File: config.mk
export PLATFORM = sky130hd
export DESIGN_NAME = palette_layer_mapper
export DESIGN_NICKNAME = d
export VERILOG_FILES = /design/src/rtl/palette_layer_mapper.sv
export SDC_FILE = /design/constraint.sdc
export NUM_CORES = 1
export LEC_CHECK = 0
export ABC_AREA = 0
export BUFFER_PORTS_ARGS = -buffer_cell sky130_fd_sc_hd__buf_2
export CAP_MARGIN = 20
export CORE_UTILIZATION = 30
export DETAILED_ROUTE_END_ITERATION = 10
export MAX_ROUTING_LAYER = met4
export PLACE_DENSITY_LB_ADDON = 0.2
export SLEW_MARGIN = 20
export SYNTH_ARGS = -nofsm -noshare
export SYNTH_HDL_FRONTEND = slang
export SYNTH_SLANG_ARGS = --single-unit
File: constraint.sdc
create_clock -name Clk -period 34.3 [get_ports Clk]
set_input_delay 6.86 -clock Clk [delete_from_list [all_inputs] [get_ports Clk]]
set_output_delay 6.86 -clock Clk [all_outputs]
set_load 0.02 [all_outputs]
File: src/rtl/palette_layer_mapper.sv
// palette_layer_mapper
//   Composites N_LAYERS sprite palette indices per pixel, resolves
//   transparency and priority, and converts the winning index to RGB through
//   a double-buffered, software-writable palette. Software writes go to a
//   shadow copy. A frame_start pulse copies the whole shadow into the active
//   copy in one cycle, so a frame never shows a half-updated palette.
//
//   Pipeline (2 cycles, one pixel per cycle, no stalls):
//     stage 1 : priority select -> sel_idx, sel_valid
//     stage 2 : active[sel_idx] -> VGA_R/G/B (0 while blanked), pix_valid_out
//
// Ports
//   Clk            pixel clock
//   Reset          asynchronous, active-high; restores default palettes
//   layer_idx      N_LAYERS packed indices, layer k at [k*IDX_W +: IDX_W]
//   pix_valid_in   active-video qualifier for layer_idx
//   frame_start    1-cycle pulse, commits shadow -> active
//   wr_en          shadow palette write strobe
//   wr_addr        shadow entry to write
//   wr_data        {R,G,B} for the shadow entry
//   VGA_R/G/B      registered pixel color
//   pix_valid_out  pix_valid_in delayed by 2 cycles
module palette_layer_mapper #(
    parameter int unsigned IDX_W    = 4,
    parameter int unsigned N_LAYERS = 2,
    parameter int unsigned COLOR_W  = 8
) (
    input  logic                      Clk,
    input  logic                      Reset,
    input  logic [N_LAYERS*IDX_W-1:0] layer_idx,
    input  logic                      pix_valid_in,
    input  logic                      frame_start,
    input  logic                      wr_en,
    input  logic [IDX_W-1:0]          wr_addr,
    input  logic [3*COLOR_W-1:0]      wr_data,
    output logic [COLOR_W-1:0]        VGA_R,
    output logic [COLOR_W-1:0]        VGA_G,
    output logic [COLOR_W-1:0]        VGA_B,
    output logic                      pix_valid_out
);

    localparam int unsigned DEPTH = 2 ** IDX_W;

    // Default palette, specified at 8 bits per channel. Narrower channels keep
    // the top COLOR_W bits; wider channels are left-justified with zero fill.
    function automatic logic [3*COLOR_W-1:0] default_color(input int unsigned i);
        logic [23:0]          rgb;
        logic [3*COLOR_W-1:0] res;
        case (i)
            0:       rgb = 24'h40E0D0;
            1:       rgb = 24'h161616;
            2:       rgb = 24'hF8F8F8;
            3:       rgb = 24'hDDC06B;
            4:       rgb = 24'h00CFDF;
            5:       rgb = 24'h00699F;
            6:       rgb = 24'h0160C5;
            7:       rgb = 24'hA61814;
            8:       rgb = 24'h2BD9CC;
            9:       rgb = 24'h949494;
            10:      rgb = 24'h84F8B8;
            default: rgb = 24'h40E0D0;
        endcase
        res = '0;
        for (int unsigned ch = 0; ch < 3; ch++) begin
            for (int unsigned b = 0; b < COLOR_W; b++) begin
                if (b + 8 >= COLOR_W)
                    res[ch*COLOR_W + b] = rgb[ch*8 + b + 8 - COLOR_W];
            end
        end
        return res;
    endfunction

    logic [3*COLOR_W-1:0] shadow [DEPTH];
    logic [3*COLOR_W-1:0] active [DEPTH];

    logic [IDX_W-1:0]     sel_comb;
    logic [IDX_W-1:0]     sel_idx;
    logic                 sel_valid;
    logic [3*COLOR_W-1:0] lookup;

    // Highest-numbered layer with a nonzero (non-transparent) index wins;
    // all-transparent falls through to index 0, the background entry.
    always_comb begin
        sel_comb = '0;
        for (int unsigned k = 0; k < N_LAYERS; k++) begin
            if (layer_idx[k*IDX_W +: IDX_W] != '0)
                sel_comb = layer_idx[k*IDX_W +: IDX_W];
        end
    end

    // Shadow palette: plain write port, last write wins.
    always_ff @(posedge Clk or posedge Reset) begin
        if (Reset) begin
            for (int unsigned i = 0; i < DEPTH; i++)
                shadow[i] <= default_color(i);
        end else if (wr_en) begin
            shadow[wr_addr] <= wr_data;
        end
    end

    // Active palette: full copy on commit. A write landing in the commit
    // cycle is forwarded so it is not lost until the next frame.
    always_ff @(posedge Clk or posedge Reset) begin
        if (Reset) begin
            for (int unsigned i = 0; i < DEPTH; i++)
                active[i] <= default_color(i);
        end else if (frame_start) begin
            for (int unsigned i = 0; i < DEPTH; i++)
                active[i] <= (wr_en && wr_addr == IDX_W'(i)) ? wr_data : shadow[i];
        end
    end

    // Stage 1: registered selection.
    always_ff @(posedge Clk or posedge Reset) begin
        if (Reset) begin
            sel_idx   <= '0;
            sel_valid <= 1'b0;
        end else begin
            sel_idx   <= sel_comb;
            sel_valid <= pix_valid_in;
        end
    end

    // Stage 2 reads the active palette as it stands before the current edge,
    // so a commit on this edge affects the following lookup onward.
    assign lookup = active[sel_idx];

    always_ff @(posedge Clk or posedge Reset) begin
        if (Reset) begin
            VGA_R         <= '0;
            VGA_G         <= '0;
            VGA_B         <= '0;
            pix_valid_out <= 1'b0;
        end else begin
            pix_valid_out <= sel_valid;
            if (sel_valid) begin
                VGA_R <= lookup[3*COLOR_W-1 -: COLOR_W];
                VGA_G <= lookup[2*COLOR_W-1 -: COLOR_W];
                VGA_B <= lookup[COLOR_W-1   -: COLOR_W];
            end else begin
                VGA_R <= '0;
                VGA_G <= '0;
                VGA_B <= '0;
            end
        end
    end

endmodule

* After elaboration in Yosys (flattened, before gate mapping)
Cells that the tools add are included.
W data, S select, Z words.
** Operators by class
- Equality and inequality tests :: 15
- Reduce and logical (&&, ||, !) cells :: 20
- $lt $le $gt $ge :: 3
- Mux-type cells :: 27
- Bitwise logic cells :: 2
** Operators with widths (count)
- $mux W24 :: 19
- $bwmux W384 :: 1
- $bmux W24 S4 :: 1
- $demux W24 S4 :: 1
- $eq A4 B4 Y1 const B :: 8
- $mux W8 :: 3
- $logic_and A1 B1 Y1 :: 17
- $eq A4 B3 Y1 const B :: 4
- $ge A5 B5 Y1 const B :: 2
- $not A4 Y5 :: 2
- $eq A4 B2 Y1 const B :: 2
- $mux W4 :: 2
- $reduce_bool A4 Y1 :: 2
- $lt A5 B1 Y1 const B :: 1
- $eq A4 B1 Y1 const B :: 1
- $logic_not A4 Y1 :: 1
** Storage, ports and cells
- Output and inout port bits :: 25
- Bits in registers :: 798
- Input port bits :: 41

* Depth between registers and ports, before layout
Gate-level depths: netlist of the first run.
- Depth in word-level cells :: 6
- Depth in mapped cells :: 8
- Gate-level depth less buffers :: 4

* Worst setup path before layout of the first run
Ideal clock, no wire load.
- Path kind :: input-to-reg
- Start point :: input port wr_addr[1]
- End point :: register active[72] in the netlist's numbering
- Stages on the path :: 6
- Path slack :: 25934 ps
- Buffers on the path :: 2
- Arrival time :: 8241 ps
- Cell sequence :: nor3b_2 > and3_1 > buf_2 > buf_2 > mux2_2 > mux2_2
** On the way
- Cells in the longest elaborated chain, start to end :: 3
** RTL lines
- start: declaration :: RTL line 34 : input logic [IDX_W-1:0] wr_addr,
- $eq A4 B4 Y1 :: RTL line 109 : active[i] <= (wr_en && wr_addr == IDX_W'(i)) ? wr_data : shadow[i];
- $logic_and A1 B1 Y1 :: RTL line 109
- $mux W24 :: RTL line 109
- end signal: indexed assignment :: RTL line 106 : active[i] <= default_color(i);
- end signal: indexed assignment :: RTL line 109
- end: declaration :: RTL line 74 : logic [3*COLOR_W-1:0] active [DEPTH];
No other way between the ends.
A chain may end at the register's enable or synchronous reset.

==> metrics.log, run 1 <==
[metrics] Leak Pwr: 16.1 nW
[metrics] post-route fraction of the period consumed by the critical path: 25.8%
[metrics] portion of total power attributed to the clock network: 35.4%
[metrics] Synthesis Warnings: 0
[metrics] post-route setup TNS: 0 ns
[metrics] Longest Clk Path Bufs: 3
[metrics] starting density of the core: 30.2%
[metrics] combinational share of power: 15.4%
[metrics] final number of max-transition violations: 0
[metrics] count of endpoints failing setup in the final report: 0
[metrics] sequential cell area fraction in the yosys report: 61.9%
[metrics] number of failing hold endpoints at the final stage: 0
[metrics] initial drt markers: 934
[metrics] Flop pwr share: 49.2%
[metrics] first-pass GRT wire length: 124 mm
[metrics] buffers inserted by post-CTS timing repair: 0
[metrics] CTS Buf Count: 87
[metrics] critical path data required time: 34.98 ns
[metrics] via count of the first global-routing pass: 19247
[metrics] worst-margin pin slew: 1.09 ns
[metrics] hold bufs inserted after CTS: 0
[metrics] count of buffers inserted at the top-level ports: 65
[metrics] Fmax: 113 MHz
[metrics] final WL: 80.9 mm
[metrics] power spent charging and discharging nets: 0.649 mW
[metrics] chip height: 333 um
[metrics] count of instances resized after the clock tree is built: 0
[metrics] die width: 333 um
[metrics] Critical Path Sink Type: async pin
[metrics] final routed DRC violation total: 0
[metrics] placer's final routability congestion estimate: 0.706
[metrics] outcome: finished clean
[metrics] type of origin of the critical path: input pin
[metrics] number of different library cells in the post-synthesis netlist: 25
[metrics] number of detailed-route iterations in the first pass: 5
[metrics] Post-Layout Inst Area: 0.0378 mm^2
[metrics] core area: 0.109 mm^2
[metrics] worst setup slack before clock tree synthesis: 24.73 ns
[metrics] worst hold path class: reg2reg
[metrics] number of flip-flops and latches in the synthesized netlist: 798
[metrics] CP max stage delay: 0.48 ns
[metrics] htree depth: 3
[metrics] maximum fanout count along the critical path: 139
[metrics] Worst Hold Slack: 0.402 ns
[metrics] Critical Setup Path Class: in2async
[metrics] Mapped Area: 0.0329 mm^2
[metrics] pin count of the biggest net entering global routing: 189
[metrics] power density normalized to cell area: 71.5 mW/mm^2
[metrics] via count: 17456
[metrics] number of core rows: 121
[metrics] number of buffers and inverters on the critical path: 6
[metrics] Overall Global Routing Usage: 15.3%
[metrics] Clock Sink Count: 798
[metrics] clock input transition at the sequential cells of the worst setup and hold paths: 0.06 ns
[metrics] total internal power: 2.05 mW
[metrics] detailed placer's ending HPWL: 42.8 mm
[metrics] dpl cell area: 0.0348 mm^2
[metrics] die area: 0.111 mm^2
[metrics] net count after synthesis: 2134
[metrics] gate family responsible for the most delay along the worst path: buffers and inverters
[metrics] relative max-transition margin: 27.0%
[metrics] fin worst setup slack: 25.44 ns
[metrics] TritonCTS clock tree: built
[metrics] area growth from synthesis to final layout: 15.0%
[metrics] worst-skew pair later-pin latency: 0.64 ns
[metrics] cells along the critical path: buf_2 -> inv_8 -> buf_12 -> buf_16 -> buf_12 -> buf_16
[metrics] number of nets with antenna violations after routing: 0
[metrics] net total in the final layout: 2173
[metrics] post-synthesis cell count: 2093
[metrics] worst-case vdd ir drop: 0.0000353 V
[metrics] register-to-register path setup slack: 31.08 ns
[metrics] setup repair after global routing missed its margin: false
[metrics] clock tree root driver cell: clkbuf_16
[metrics] slowest cell on the critical path: inv_8
[metrics] Congestion Overflow GR: 0
[metrics] worst path arrival time: 9.54 ns
[metrics] initial antenna violation count: 10
[metrics] average detailed-routed wire length per instance: 22.3 um
[metrics] number of max-capacitance violations reported: 0
[metrics] post-detailed-route via-to-cell ratio: 4.82
[metrics] maximum clock skew at final layout: 0.0175 ns
[metrics] number of top-level design ports: 66
[metrics] layout cell share with drive strength beyond 1: 61.5%
[metrics] Mean Syn Cell Area: 15.7 um^2
[metrics] switching share of power: 24.0%
[metrics] Period minus WS final: 8.86 ns
## cells in the final DEF (no fill, tap or decap), types with 2 or more instances in the layout
cell / synthesis / final
clkbuf_1: 85 / 18
mux2i_1: 144 / 144
nand3_1: 46 / 46
inv_1: 3 / 2
dfrtp_2: 0 / 2
buf_12: 0 / 4
a21oi_1: 3 / 3
a31o_2: 2 / 2
buf_4: 7 / 28
nor2_1: 13 / 3
nor2b_4: 0 / 3
inv_6: 0 / 3
bufinv_16: 0 / 7
mux2_2: 758 / 758
nand2_1: 28 / 27
clkinvlp_4: 0 / 3
nand2b_1: 27 / 23
diode_2: 0 / 4
nor2_4: 0 / 10
inv_8: 0 / 2
nand3b_1: 4 / 4
buf_2: 49 / 64
a22oi_1: 72 / 72
a211oi_1: 3 / 3
clkbuf_16: 0 / 88
buf_16: 0 / 2
nand2b_2: 0 / 3
clkinv_2: 0 / 17
dfrtp_1: 498 / 495
and2_2: 0 / 2
dfstp_2: 300 / 300
mux2_1: 10 / 10
mux4_2: 24 / 24
clkbuf_8: 0 / 24
## path summary, 6_finish.rpt
path / from / end / cells past startpoint
min: sel_valid / pix_valid_out / 0
min reg2reg: sel_valid / pix_valid_out / 0
max in group Clk: wr_addr[1] / active[246] / 6
max reg2reg: sel_idx[2] / VGA_B[7] / 6
min in group asynchronous: Reset / VGA_G[5] / 2
max: Reset / VGA_B[5] / 6
## worst reg2reg max path: stages (launching register included)
cell and delay [ns]:
dfrtp_2 0.34, buf_4 0.56, nor2b_4 0.95, buf_4 0.64, a22oi_1 0.24, a211oi_1 0.28
a21oi_1 0.10
## cells by family after synthesis
family | count (synthesis) | share of synthesized area, %
buffers and inverters | 153 | 2.01
AOI/OAI and AO/OA | 80 | 1.81
muxes | 936 | 32.3
DFF | 798 | 61.9
and+or+nand+nor | 126 | 1.96
## through the flow
| step | total power, mW | std cells | utilization, % |
|---|---|---|---|
| after global placement | 1.74 | 3455 | 32.0 |
| after CTS | 2.75 | 3617 | 34.7 |
| after detailed placement | 1.77 | 3455 | 32.0 |
| after global routing | 2.85 | 3622 | 34.8 |
| after floorplan | 1.66 | 2093 | - |
| final | 2.70 | 3623 | 34.8 |
## sequential cells by signal, summed over array words and instances (netlist names)
name,count
VGA_R,8
sel_valid,1
VGA_G,8
shadow,384
pix_valid_out,1
active,384
VGA_B,8
sel_idx,4
## cell type report
type | count | area, um^2
multi-input cells | 1142 | 12000
fillers | 10402 | 70900
clock inverters | 32 | 372
inverters | 3 | 18.8
repair buffers | 100 | 692
well taps | 1414 | 1770
flip-flops and latches | 798 | 20400
clock buffers | 130 | 2600
diodes | 4 | 10.0
## metal layers
layer  GRT usage [%]  vias to the layer above  wire, um
li1                -                     7610         -
met1            21.1                     9473     39200
met2            23.2                      267     36800
met3            2.87                      106      3240
met4            3.79                        0      1550
met5               -                        -         0
## power by group through the flow
| stage | registers [mW] | clock network, mW | logic [mW] |
|---|---|---|---|
| finish | 1.33 | 0.956 | 0.415 |
| global route | 1.36 | 1.03 | 0.460 |
| CTS | 1.33 | 0.989 | 0.423 |
| detailed placement | 1.35 | 0 | 0.422 |
| global placement | 1.34 | 0 | 0.403 |
| floorplan | 1.32 | 0 | 0.334 |
## synth_stat cells
library cell / n / area, um^2
dfrtp_1: 498 / 12500
clkbuf_1: 85 / 319
buf_2: 49 / 245
a21oi_1: 3 / 15.0
and3_1: 1 / 6.26
mux2_1: 10 / 113
a31o_2: 2 / 17.5
dfstp_2: 300 / 7880
inv_1: 3 / 11.3
nand3b_2: 1 / 11.3
a211oi_1: 3 / 22.5
mux2_2: 758 / 8540
mux2i_1: 144 / 1440
and2_1: 2 / 12.5
nand2_1: 28 / 105
nand3_1: 46 / 230
nand2b_1: 27 / 169
nor3b_2: 1 / 12.5
buf_4: 7 / 52.6
nor2b_1: 3 / 18.8
nand3b_1: 4 / 30.0
mux4_2: 24 / 541
nor2_1: 13 / 48.8
buf_1: 9 / 33.8
a22oi_1: 72 / 541
No activity file was read; power rests on OpenSTA's default activity.
==> run 2: changes to the inputs <==
ABC_AREA = 1   (was 0)
clock period = 8.7 ns   (was 34.3 ns; I/O delays follow)
==> metrics.log, run 2 <==
[metrics] count of buffers inserted at the top-level ports: 65 (unchanged)
[metrics] via count of the first global-routing pass: 23923 (+24%)
[metrics] number of top-level design ports: 66 (unchanged)
[metrics] final WL: 94.5 mm (+17%)
[metrics] Period minus WS final: 3.80 ns
[metrics] post-synthesis cell type with the largest combined area: dfrtp_1
[metrics] worst hold start: sel_valid
[metrics] detailed placer's ending HPWL: 51.0 mm (+19%)
[metrics] CTS Buf Count: 89 (+2.3%)
[metrics] register-to-register path setup slack: 4.90 ns (-26.18 ns)
[metrics] setup repair after global routing missed its margin: false
[metrics] placer's final routability congestion estimate: 0.730 (+3.3%)
[metrics] worst-case vdd ir drop: 0.000169 V (+380%)
[metrics] worst-skew pair later-pin latency: 0.63 ns (about the same)
[metrics] worst-margin pin slew: 1.06 ns (-0.0381 ns)
[metrics] final number of max-transition violations: 0 (unchanged)
[metrics] destination of the worst hold path: pix_valid_out
[metrics] depth of the worst register-to-register path: 8 (+2)
[metrics] Overall Global Routing Usage: 17.6% (+2.3 points)
[metrics] sequential cell area fraction in the yosys report: 61.0% (-0.83 points)
[metrics] worst path arrival time: 4.25 ns (-5.29 ns)
[metrics] slowest cell on the critical path: buf_4
[metrics] final routed DRC violation total: 0 (unchanged)
[metrics] biggest registers after layout: active (384), shadow (384)
[metrics] die area: 0.112 mm^2 (+1.4%)
[metrics] number of failing hold endpoints at the final stage: 0 (unchanged)
[metrics] TritonCTS clock tree: built
[metrics] Min-Delay Path Depth: 0 (unchanged)
[metrics] via count: 24255 (+39%)
[metrics] pin count of the biggest net entering global routing: 244 (+29%)
[metrics] number of nets with antenna violations after routing: 0 (unchanged)
[metrics] net total in the final layout: 3768 (+73%)
[metrics] number of core rows: 121 (unchanged)
[metrics] leading post-synthesis cells by instance count: nand2_1 (1166), o21ai_0 (529), dfrtp_1 (498)
[metrics] count of endpoints failing setup in the final report: 0 (unchanged)
[metrics] share of the core filled with cells in the final layout: 34.4% (-0.39 points)
[metrics] relative max-transition margin: 29.6% (+2.5 points)
[metrics] htree depth: 3 (unchanged)
[metrics] start of the worst register-to-register path: sel_idx[0]
[metrics] area growth from synthesis to final layout: 12.9%
[metrics] number of different library cells in the post-synthesis netlist: 18 (-28%)
[metrics] clock tree root driver cell: clkbuf_16
[metrics] first-pass GRT wire length: 148 mm (+19%)
[metrics] number of enable-type register cells in the synthesized netlist: 0 (unchanged)
[metrics] net count after synthesis: 3845 (+80%)
[metrics] post-route setup TNS: 0 ns (unchanged)
[metrics] chip height: 335 um (+0.68%)
[metrics] Longest Clk Path Bufs: 3 (unchanged)
[metrics] number of detailed-route iterations in the first pass: 5 (unchanged)
[metrics] cell with the most instances after synthesis: nand2_1
[metrics] Mean Syn Cell Area: 8.76 um^2 (-44%)
[metrics] post-route fraction of the period consumed by the critical path: 43.7%
[metrics] biggest area contributors in the synthesized netlist: dfrtp_1 (37%), dfstp_2 (24%), nand2_1 (13%), o21ai_0 (7.9%), nand3_1 (5.1%)
[metrics] Mapped Area: 0.0333 mm^2 (+1.4%)
[metrics] Congestion Overflow GR: 0 (unchanged)
[metrics] top library cells by usage in the layout, fill and taps aside: nand2_1 (1154), o21ai_0 (529), dfrtp_1 (494)
[metrics] buffers inserted by post-CTS timing repair: 0 (unchanged)
[metrics] initial drt markers: 1950 (+110%)
[metrics] async set or reset register ratio after synthesis: 100% (unchanged)
[metrics] critical path data required time: 9.15 ns (-25.83 ns)
[metrics] number of max-capacitance violations reported: 0 (unchanged)
[metrics] type of origin of the critical path: flip-flop
[metrics] worst hold path class: reg2reg
[metrics] Clock Sink Count: 798 (unchanged)
[metrics] clock input transition at the sequential cells of the worst setup and hold paths: 0.06 ns (about the same)
[metrics] Synthesis Warnings: 0 (unchanged)
[metrics] post-detailed-route via-to-cell ratio: 4.59 (-4.7%)
[metrics] number of flip-flops and latches in the synthesized netlist: 798 (unchanged)
[metrics] Worst Hold Slack: 0.390 ns (-0.0124 ns)
[metrics] count of instances resized after the clock tree is built: 0 (unchanged)
[metrics] dominant synthesized flop cell: dfrtp_1
[metrics] average detailed-routed wire length per instance: 17.9 um (-20%)
[metrics] endpoint of the worst-slack reg-to-reg timing path: VGA_G[2]
[metrics] post-synthesis cell count: 3804 (+82%)
[metrics] Critical Setup Path Class: reg2reg
[metrics] outcome: finished clean
[metrics] initial antenna violation count: 5 (-5)
[metrics] cells along the critical path: buf_4 -> buf_4 -> buf_4 -> nand2_1 -> nand3_1 -> nand3_1 -> nand3_1 -> a21oi_1
[metrics] Leak Pwr: 17.2 nW (+7.2%)
[metrics] hold bufs inserted after CTS: 0 (unchanged)
[metrics] maximum clock skew at final layout: 0.0171 ns (-0.000453 ns)
[metrics] Critical Path Sink Type: flip-flop
[metrics] leading cell type in the layout, fill and taps excluded: nand2_1
[metrics] power density normalized to cell area: 265 mW/mm^2 (+270%)
[metrics] Fmax: 263 MHz
[metrics] die width: 335 um (+0.68%)
[metrics] starting density of the core: 30.4% (+0.20 points)
[metrics] Yosys top cell area share: 37.4% (-0.51 points)
[metrics] maximum fanout count along the critical path: 64 (-54%)
[metrics] layout cell share with drive strength beyond 1: 14.8% (-47 points)
[metrics] core area: 0.109 mm^2 (+0.70%)
[metrics] CP max stage delay: 0.80 ns (+0.32 ns)
==> run 2: layer usage <==
layer / GRT usage [%] / wire [um] / up-vias
met4: 3.58 / 1710 / 0
met5: - / 0 / -
met2: 26.5 / 41800 / 448
li1: - / - / 11872
met1: 24.9 / 46500 / 11800
met3: 2.90 / 4540 / 135
==> run 2: layout make-up <==
cell class                 instances  area (um^2)
antenna                            4         10.0
clock buffer                     151         2770
clock inverter                    14          160
fill                           11498        71800
inverter                         426         1610
multi-input combinational       2311        10200
sequential                       798        20400
tap                             1476         1850
timing repair buffer             101          693
==> run 2: worst max-delay path by stage <==
stage / start / end / slack [ns]
2_1_floorplan: Reset / VGA_B[0] / -3.75
3_3_place_gp: wr_addr[1] / active[79] / 4.48
3_5_place_dp: wr_addr[1] / active[94] / 4.40
4_1_cts: sel_idx[0] / VGA_G[5] / 4.87
5_1_grt: sel_idx[0] / VGA_G[0] / 4.67
6_report: sel_idx[0] / VGA_G[2] / 4.90
==> run 2: per-stage QoR <==
step / area [um^2] / instances / setup WS [ns] / total power [mW]
final: 37600 / 5281 / 4.90 / 9.97
after global routing: 37600 / 5278 / 4.67 / 10.5
after CTS: 37600 / 5277 / 4.87 / 10.1
after detailed placement: 34700 / 5112 / 4.40 / 6.28
after global placement: 34700 / 5112 / 4.48 / 6.24
after floorplan: 33300 / 3804 / -3.75 / 5.90
==> run 2: where the power goes <==
part           switching, mW  internal (mW)  leakage [nW]
sequential             0.186           4.61          9.51
clock                   1.52           2.24          1.44
combinational          0.965          0.443          6.27
==> run 2: kinds of logic after synthesis <==
kind of cell / Yosys count / share of synthesized area (%)
DFF: 798 / 61.0
buffers and inverters: 695 / 8.61
and+or+nand+nor: 1515 / 18.4
AOI/OAI and AO/OA: 796 / 12.0
==> run 2: worst max-delay path, delay by kind of cell (launching register included) <==
kind	cells	cell delay, ns
buffers and inverters	3	2.26
DFF	1	0.60
and+or+nand+nor	4	0.47
AOI/OAI and AO/OA	1	0.19
==> run 3: changes to the inputs <==
clock period = 3.63 ns   (was 8.7 ns; I/O delays follow)
==> metrics.log, run 3 (synthesis results as in run 2) <==
[metrics] Clock Sink Count: 798 (unchanged)
[metrics] hold bufs inserted after CTS: 0 (unchanged)
[metrics] final routed DRC violation total: 0 (unchanged)
[metrics] register-to-register path setup slack: 1.22 ns (-3.68 ns)
[metrics] setup repair after global routing missed its margin: false
[metrics] post-detailed-route via-to-cell ratio: 4.59 (about the same)
[metrics] Period minus WS final: 2.41 ns (-1.39 ns)
[metrics] worst hold path class: in2async
[metrics] number of core rows: 121 (unchanged)
[metrics] endpoint of the worst-slack reg-to-reg timing path: VGA_R[2]
[metrics] average detailed-routed wire length per instance: 17.8 um (-0.54%)
[metrics] CTS Buf Count: 91 (+2.2%)
[metrics] type of origin of the critical path: flip-flop
[metrics] TritonCTS clock tree: built
[metrics] clock input transition at the sequential cells of the worst setup and hold paths: 0.06 ns (about the same)
[metrics] number of detailed-route iterations in the first pass: 5 (unchanged)
[metrics] number of top-level design ports: 66 (unchanged)
[metrics] final WL: 94.9 mm (+0.36%)
[metrics] worst-skew pair later-pin latency: 0.66 ns (+0.03 ns)
[metrics] critical path data required time: 4.12 ns (-5.03 ns)
[metrics] Critical Path Sink Type: flip-flop
[metrics] pin count of the biggest net entering global routing: 160 (-34%)
[metrics] chip height: 335 um (unchanged)
[metrics] Longest Clk Path Bufs: 3 (unchanged)
[metrics] count of instances resized after the clock tree is built: 0 (unchanged)
[metrics] maximum fanout count along the critical path: 17 (-73%)
[metrics] Leak Pwr: 17.7 nW (+2.7%)
[metrics] leading cell type in the layout, fill and taps excluded: nand2_1
[metrics] biggest registers after layout: active (384), shadow (384)
[metrics] count of endpoints failing setup in the final report: 0 (unchanged)
[metrics] total power after layout: 24.8 mW (+150%)
[metrics] worst-margin pin slew: 1.00 ns (-0.0554 ns)
[metrics] relative max-transition margin: 33.0% (+3.5 points)
[metrics] worst-case vdd ir drop: 0.000328 V (+95%)
[metrics] Congestion Overflow GR: 0 (unchanged)
[metrics] core area: 0.109 mm^2 (unchanged)
[metrics] number of max-capacitance violations reported: 0 (unchanged)
[metrics] maximum clock skew at final layout: 0.0217 ns (+0.00457 ns)
[metrics] initial antenna violation count: 14 (+9)
[metrics] buffers inserted by post-CTS timing repair: 0 (unchanged)
[metrics] worst path arrival time: 2.90 ns (-1.35 ns)
[metrics] depth of the worst register-to-register path: 5 (-3)
[metrics] area growth from synthesis to final layout: 15.7%
[metrics] worst setup slack before clock tree synthesis: 0.919 ns (-3.48 ns)
[metrics] die width: 335 um (unchanged)
[metrics] start of the worst register-to-register path: sel_idx[2]
[metrics] number of failing hold endpoints at the final stage: 0 (unchanged)
[metrics] Overall Global Routing Usage: 17.8% (+0.15 points)
[metrics] detailed placer's ending HPWL: 55.7 mm (+9.2%)
[metrics] final number of max-transition violations: 0 (unchanged)
[metrics] via count: 24466 (+0.87%)
[metrics] count of buffers inserted at the top-level ports: 65 (unchanged)
[metrics] first-pass GRT wire length: 149 mm (+0.79%)
[metrics] number of nets with antenna violations after routing: 0 (unchanged)
[metrics] initial drt markers: 1659 (-15%)
[metrics] Worst Hold Slack: 0.0582 ns (-0.332 ns)
[metrics] placer's final routability congestion estimate: 0.760 (+4.1%)
[metrics] Fmax: 415 MHz (+58%)
[metrics] fin worst setup slack: 1.22 ns (-3.68 ns)
[metrics] Critical Setup Path Class: reg2reg
[metrics] htree depth: 3 (unchanged)
[metrics] via count of the first global-routing pass: 24263 (+1.4%)
[metrics] layout cell share with drive strength beyond 1: 16.1% (+1.4 points)
[metrics] net total in the final layout: 3809 (+1.1%)
[metrics] outcome: finished clean
[metrics] die area: 0.112 mm^2 (unchanged)
[metrics] post-route fraction of the period consumed by the critical path: 66.4% (+23 points)
[metrics] clock tree root driver cell: clkbuf_16
[metrics] starting density of the core: 30.4% (unchanged)
[metrics] top library cells by usage in the layout, fill and taps aside: nand2_1 (1154), o21ai_0 (529), dfrtp_1 (494)
[metrics] power density normalized to cell area: 643 mW/mm^2 (+140%)
## run 3: worst max path at each step
stage               start          end
2_1_floorplan       Reset     VGA_B[0]
3_3_place_gp   wr_addr[1]  active[282]
4_1_cts        sel_idx[2]     VGA_G[2]
3_5_place_dp   wr_addr[1]  active[282]
5_1_grt        sel_idx[2]     VGA_R[5]
6_report       sel_idx[2]     VGA_R[2]
## run 3: layer usage
layer | vias to the layer above | part of all wire, % | track usage [%]
met5 | - | 0 | -
met3 | 125 | 4.6 | 2.61
li1 | 11975 | - | -
met4 | 0 | 2.3 | 4.59
met1 | 11917 | 50 | 25.7
met2 | 449 | 43 | 25.9
## run 3: cell type report
class	instances	area (um^2)
inverter	426	1610
sequential	798	20400
clock inverter	29	450
antenna	6	15.0
clock buffer	143	2790
timing repair buffer	140	1320
tap	1476	1850
multi-input combinational	2311	10200
fill	11294	70900
## run 3: worst max-delay path: stages (launching register included)
cell and delay [ns]:
dfrtp_2 0.71, inv_2 0.41, buf_4 0.34, nand3_1 0.11, nand3_1 0.13, a21oi_1 0.51
## run 3: metrics by stage
stage	cells	setup TNS, ns	cell area (um^2)	utilization, %
global route	5327	0	38600	35.2
floorplan	3804	-5313.19	33300	-
global placement	5151	0	35300	32.3
CTS	5323	0	38500	35.2
detailed placement	5151	0	35300	32.3
finish	5329	0	38600	35.2
## run 3: power breakdown
group	internal [mW]	total, mW	switching (mW)	leakage (nW)
registers	11.0	11.5	0.439	9.51
logic	1.13	3.47	2.34	6.57
clock network	6.05	9.86	3.80	1.60
total	18.2	24.8	6.58	17.7
